`config.mk`:
```
export PLATFORM = sky130hd
export DESIGN_NAME = branch_pc_ctrl
export DESIGN_NICKNAME = d
export VERILOG_FILES = /design/src/rtl/branch_pc_ctrl_pkg.sv /design/src/rtl/branch_pc_ctrl_pc_reg.sv /design/src/rtl/branch_pc_ctrl.sv
export SDC_FILE = /design/constraint.sdc
export NUM_CORES = 1
export LEC_CHECK = 0
export ABC_AREA = 1
export CAP_MARGIN = 20
export CORE_AREA = 10 10 100 119
export CTS_CLUSTER_DIAMETER = 120
export DETAILED_ROUTE_END_ITERATION = 8
export DIE_AREA = 0 0 110 129
export GPL_TIMING_DRIVEN = 0
export PLACE_DENSITY_LB_ADDON = 0.12
export SETUP_SLACK_MARGIN = 0.05
export SYNTH_ARGS = -nofsm -noshare
export SYNTH_HDL_FRONTEND = slang
export SYNTH_SLANG_ARGS = --single-unit
```
`constraint.sdc`:
```
create_clock -name clock -period 5 [get_ports clock]
set_input_delay 1 -clock clock [delete_from_list [all_inputs] [get_ports clock]]
set_output_delay 1 -clock clock [all_outputs]
set_load 0.01 [all_outputs]
```
`src/rtl/branch_pc_ctrl_pkg.sv`:
```
// Shared types and widths for the branch PC controller.
// The FSM state encoding and displacement sign extension live here.
package branch_pc_ctrl_pkg;

  localparam int PC_WIDTH = 32;
  localparam int C_WIDTH  = 19;

  typedef enum logic [1:0] {
    IDLE    = 2'd0,
    EVAL    = 2'd1,
    RESOLVE = 2'd2,
    DONE    = 2'd3
  } state_t;

  function automatic logic [PC_WIDTH-1:0] sext_disp(input logic [C_WIDTH-1:0] c);
    return {{(PC_WIDTH - C_WIDTH){c[C_WIDTH-1]}}, c};
  endfunction

endpackage

```
`src/rtl/branch_pc_ctrl_pc_reg.sv`:
```
// Program counter register: relative add, direct load and increment.
// The caller gates the enables; add has priority, then load, then increment.
module pc_reg
  import branch_pc_ctrl_pkg::*;
(
  input  logic                clk,
  input  logic                rst,
  input  logic                add_en,
  input  logic [PC_WIDTH-1:0] add_val,
  input  logic                load_en,
  input  logic [PC_WIDTH-1:0] load_val,
  input  logic                inc_en,
  output logic [PC_WIDTH-1:0] pc_q
);

  logic [PC_WIDTH-1:0] pc_d;

  always_comb begin
    pc_d = pc_q;
    if (add_en) begin
      pc_d = pc_q + add_val;
    end else if (load_en) begin
      pc_d = load_val;
    end else if (inc_en) begin
      pc_d = pc_q + {{(PC_WIDTH-1){1'b0}}, 1'b1};
    end
  end

  always_ff @(posedge clk or posedge rst) begin
    if (rst) begin
      pc_q <= '0;
    end else begin
      pc_q <= pc_d;
    end
  end

endmodule

```
`src/rtl/branch_pc_ctrl.sv`:
```
// Branch sequencer: EVAL strobes the CON flip-flop, RESOLVE applies the
// sign-extended displacement when the condition holds, DONE pulses completion.
module branch_pc_ctrl
  import branch_pc_ctrl_pkg::*;
(
  input  logic                clock,
  input  logic                clear,
  input  logic                start,
  input  logic [C_WIDTH-1:0]  ir_c,
  input  logic                con_flag,
  input  logic                pc_inc,
  input  logic                pc_load,
  input  logic [PC_WIDTH-1:0] bus_data,
  output logic                con_in,
  output logic [PC_WIDTH-1:0] pc_q,
  output logic                busy,
  output logic                taken,
  output logic                done
);

  state_t state_q, state_d;
  logic   taken_q, taken_d;
  logic   idle, resolve;
  logic   add_en, load_en, inc_en;

  assign idle    = (state_q == IDLE);
  assign resolve = (state_q == RESOLVE);

  // start owns the IDLE cycle it appears in, so PC requests then are dropped
  assign add_en  = resolve && con_flag;
  assign load_en = idle && !start && pc_load;
  assign inc_en  = idle && !start && !pc_load && pc_inc;

  always_comb begin
    state_d = state_q;
    taken_d = taken_q;
    case (state_q)
      IDLE:    if (start) state_d = EVAL;
      EVAL:    state_d = RESOLVE;
      RESOLVE: begin
        taken_d = con_flag;
        state_d = DONE;
      end
      DONE:    state_d = IDLE;
      default: state_d = IDLE;
    endcase
  end

  always_ff @(posedge clock or posedge clear) begin
    if (clear) begin
      state_q <= IDLE;
      taken_q <= 1'b0;
    end else begin
      state_q <= state_d;
      taken_q <= taken_d;
    end
  end

  pc_reg u_pc_reg (
    .clk      (clock),
    .rst      (clear),
    .add_en   (add_en),
    .add_val  (sext_disp(ir_c)),
    .load_en  (load_en),
    .load_val (bus_data),
    .inc_en   (inc_en),
    .pc_q     (pc_q)
  );

  assign con_in = (state_q == EVAL);
  assign busy   = !idle;
  assign done   = (state_q == DONE);
  assign taken  = taken_q;

endmodule

```
# After elaboration in Yosys (flattened, before gate mapping)
# Cells that the tools add are included.
[word_totals]
mem_bits_ro = 0
out_inout_bits = 36
ff_bits = 35
in_bits = 57
latchBits = 0
mem_count = 0
ramBits = 0
wordCells = 24
[op_classes]
order_cmp = 0
div_mod_pow = 0
n_mux = 5
bitwise_logic = 0
n_mul = 0
n_eq_ne = 4
n_addsub = 2
shifts = 0
n_reduce_logical = 10
[ops]
columns = ["operator", "n"]
rows = [
  ["32-bit two-way mux", 3],
  ["32-bit by 1-bit adder with 32-bit output (second input constant)", 1],
  ["32-bit adder", 1],
  ["2-bit case mux with 4 select lines", 1],
  ["1-bit logical AND", 5],
  ["2-bit equality test (second input constant)", 2],
  ["1-bit zero test", 3],
  ["3-bit nonzero test", 1],
  ["2-bit by 1-bit equality test with 1-bit output (second input constant)", 1],
  ["2-bit zero test", 1],
  ["2-bit two-way mux", 1],
  ["2-bit != test (second input constant)", 1],
]

# Longest topological paths before layout
[logic_depth]
ltp_word = 7
ltp_mapped = 15
ltp_nobuf = 15

# By module
# A second synthesis with hierarchy kept.
[hier_totals]
hier_cells = 939
area_unflattened_um2 = 5151.2
[by_module_without_submodules]
columns = ["mod", "seq_area_each_um2", "cells_per_inst", "instances", "area_per_inst_um2"]
rows = [
  ["pc_reg", 800.8, 908, 1, 4922.2],
  ["branch_pc_ctrl", 75.1, 31, 1, 229.0],
]

# Least setup slack after synthesis
# OpenSTA, ideal clock, no wires.
[synth_timing]
path_kind = "input port to flip-flop"
from = "input ir_c[0]"
to = "register u_pc_reg.pc_q[26]"
path_buffers = 0
required_time_ns = 4.887
path_slack_ns = 2.551
stages = 14
setup_ns = 0.113
t_arrival_ns = 2.336
path_cell_list = "ha_1 fa_1 nand2_1 nand2_1 nand3b_1 nand2_1 nand2_1 nand2_1 nand2_1 nand3_1 nand2_1 nand3_1 nand2_1 inv_1"
[synth_via]
elab_chain_cells = 2
[synth_rtl]
columns = ["element", "line_no", "rtl"]
rows = [
  ["start: declaration", "branch_pc_ctrl.sv:9", "input logic [C_WIDTH-1:0] ir_c,"],
  ["32-bit adder", "branch_pc_ctrl_pc_reg.sv:21", "pc_d = pc_q + add_val;"],
  ["32-bit two-way mux", "branch_pc_ctrl_pc_reg.sv:20", "if (add_en) begin"],
  ["end signal: assignment", "branch_pc_ctrl_pc_reg.sv:33", "pc_q <= pc_d;"],
  ["end: declaration", "branch_pc_ctrl_pc_reg.sv:13", "output logic [PC_WIDTH-1:0] pc_q"],
]
# Every way passes these cells.
# A chain may end at the register's enable or synchronous reset.

# Worst setup path in the final report
[layout_timing]
from = "input ir_c[18]"
to = "register u_pc_reg.pc_q[25]"
# The elaborated chain is that of the path after synthesis.

==> run_results.csv <==
group,metric,value,unit
routing,drt_iter0_drc,624,
timing,drv_slew,0,
routing,routed_wirelength,19400,um
cts,clk_latency,0.28,ns
timing,fmax,296,MHz
timing,worst_clock_skew,0.00898,ns
cts,ctsResizeCount,0,
flow_run,max-cap-violations,0,
critical_path,path_max_fanout,14,
floorplanning,initial_utilization,53.9,%
power_and_ir_drop,leakagePower,3.30,nW
grt,busiest_layer,"met2",
finish,layout_common_cells,"nand2_1 (332), inv_1 (141), nor2_1 (129), clkdlybuf4s50_1 (92), nand3_1 (68)",
timing,fin_crit_sh,67.6,%
place,dp_hpwl,15500,um
routing,dr.pass1.iters,6,
finish,drive_gt1_share,4.21,%
timing,setup_viol,0,
synth,ys_seq_area_share,17.1,%
floorplanning,row_count,39,
place,numPortBuffers,92,
synth,yosysWarningCount,0,
critical_path,start_kind,"primary input",
routing,drc,0,
grt,grt_max_degree,36,
grt,antenna_found_initial,0,
floorplanning,die_area,0.0142,sq mm
power_and_ir_drop,peakVddDrop,0.353,mV
worst_hold_path,hold_class,"reg2reg",
synth,netlist_area,0.00512,sq mm
critical_path,end_kind,"register",
finish,synthToLayoutAreaGrowth,23.8,%
routing,viasPerCell,5.42,
cts,cts_max_level,2,
place,dp_worst_setup_slack,1.41,ns
cts,cts_tree,"yes",
synth,postSynthAreaPerCell,5.42,sq um
timing,holdWs,0.523,ns
grt,grt_use_total,26.8,%
critical_path,crit_required,5.18,ns
finish,n_fill_cell,968,
routing,drtAntennaViolNets,0,
floorplanning,coreArea,0.00952,sq mm
critical_path,cp.arrival,3.56,ns
cts,cts_root_buffer,"clkbuf_16",
run_status,status,"finished clean",
grt,grt-ovfl-total,0,
floorplanning,die_h,129,um
grt,grt_pass1_vias,5835,
finish,regArea,876,sq um
grt,grtUsageMet2,44.7,%
finish,multiInputGateArea,0.00363,sq mm
synth,postSynthCellCount,946,
critical_path,crit_type,"in2reg",
finish,final_nets,1140,
cts,holdBufCountCts,0,
timing,tightest_slew,0.822,ns
cts,cts.sinks,35,
timing,tns,0,ns
grt,grt_pass1_wl,30000,um
cts,clockBufferDepth,2,
cts,path_clk_slew,0.06,ns
grt,grt_util_met1,32.0,%
timing,relSlewSlack,45.2,%
synth,synth.net_count,1041,
routing,dr_total_vias,6335,
grt,use_met3,4.30,%
cts,cts_setup_buffers,0,
floorplanning,die_w,110,um
place,place_congestion,1.02,
finish,diodes,0,
synth,synth_cell_types,35,
power_and_ir_drop,p_per_area,552,mW/mm^2
floorplanning,ios,93,
cts,cts_buffers,5,
timing,hold_viol_final,0,
timing,setup_slack,1.62,ns
finish,mostFrequentLayoutCell,"nand2_1",
routing,routedWlPerCell,16.6,um
timing,min_period,3.38,ns
timing,rsz0062_at_grt,"no",
synth,synth_seq_cells,35,
-- flip-flops by register name, summed over array words and instances, names as in the netlist --
name,flops
state_q,2
taken,1
u_pc_reg.pc_q,32
-- per-stage QoR --
step	instance area, sq um	cells	total power, W	utilization [%]
finish	6340	1168	0.00350	66.7
floorplan	5120	946	0.00224	-
global route	6340	1168	0.00382	66.7
global placement	6200	1161	0.00311	65.2
CTS	6340	1168	0.00346	66.7
detailed placement	6200	1161	0.00314	65.2
-- cell families after synthesis --
family	Yosys count	share of synthesized area, %
simple gates	590	48.2
buf+inv	163	12.1
compound gates	110	11.5
fa+ha+maj	38	9.42
flops	35	17.1
xor+xnor	10	1.71
-- path summary, 6_finish.rpt --
path	start	end	slack [ns]	cells after the start
max in group asynchronous	clear	u_pc_reg.pc_q[24]$_DFFE_PP0P_	3.31	2
min reg2reg	taken$_DFFE_PP0P_	taken$_DFFE_PP0P_	0.52	2
min	taken$_DFFE_PP0P_	taken$_DFFE_PP0P_	0.52	2
max reg2reg	u_pc_reg.pc_q[0]$_DFFE_PP0P_	u_pc_reg.pc_q[26]$_DFFE_PP0P_	2.56	14
min in group asynchronous	clear	taken$_DFFE_PP0P_	1.18	2
max	ir_c[18]	u_pc_reg.pc_q[25]$_DFFE_PP0P_	1.62	11
-- cell usage after synthesis (all sizes together) --
master	count	area, sq um
nor4	1	6.26
nor2	142	571
o22ai	1	6.26
clkbuf	8	30.0
inv	145	544
a21oi	54	270
fa	1	20.0
dfrtp	35	876
nor3	12	65.1
o21bai	6	45.0
nand4	8	50.1
or2	5	31.3
xor2	7	61.3
o21ai	36	180
o31ai	1	7.51
xnor2	3	26.3
a31oi	9	56.3
clkinv	1	3.75
o21a	2	15.0
ha	37	463
nand3b	14	105
and2	1	6.26
nand3	69	350
o211ai	1	7.51
buf	9	43.8
nand2	338	1280
-- area by class of cell --
type	instances	share of cell area, %
sequential	35	13.8
timing repair buffer	92	14.5
clock buffer	6	2.19
clock inverter	1	0.0789
tap	123	2.43
inverter	146	8.64
buffer	17	1.16
multi-input combinational	748	57.2
-- power breakdown --
part           internal, W  leakage (nW)  switching, W  total, W
clock             0.000195        0.0727      0.000120  0.000314
sequential        0.000414         0.404      0.000303  0.000717
combinational     0.000952          2.82       0.00152   0.00247
total              0.00156          3.30       0.00194   0.00350
-- worst max-delay path: stages --
cell and delay, ns:
clkdlybuf4s50_1 0.78, ha_1 0.59, nand2_1 0.13, nor2_1 0.18, inv_1 0.07, nor3_1 0.25
nand3_1 0.14, nand4_1 0.10, nand3_1 0.17, nand2_1 0.11, inv_1 0.04
-- routing by layer --
layer / part of all wire [%] / wire length, um
met3: 8.8 / 1710
met2: 47 / 9110
met4: 5.0 / 964
met5: 0 / 0
met1: 39 / 7570
No activity file was read; power rests on OpenSTA's default activity.
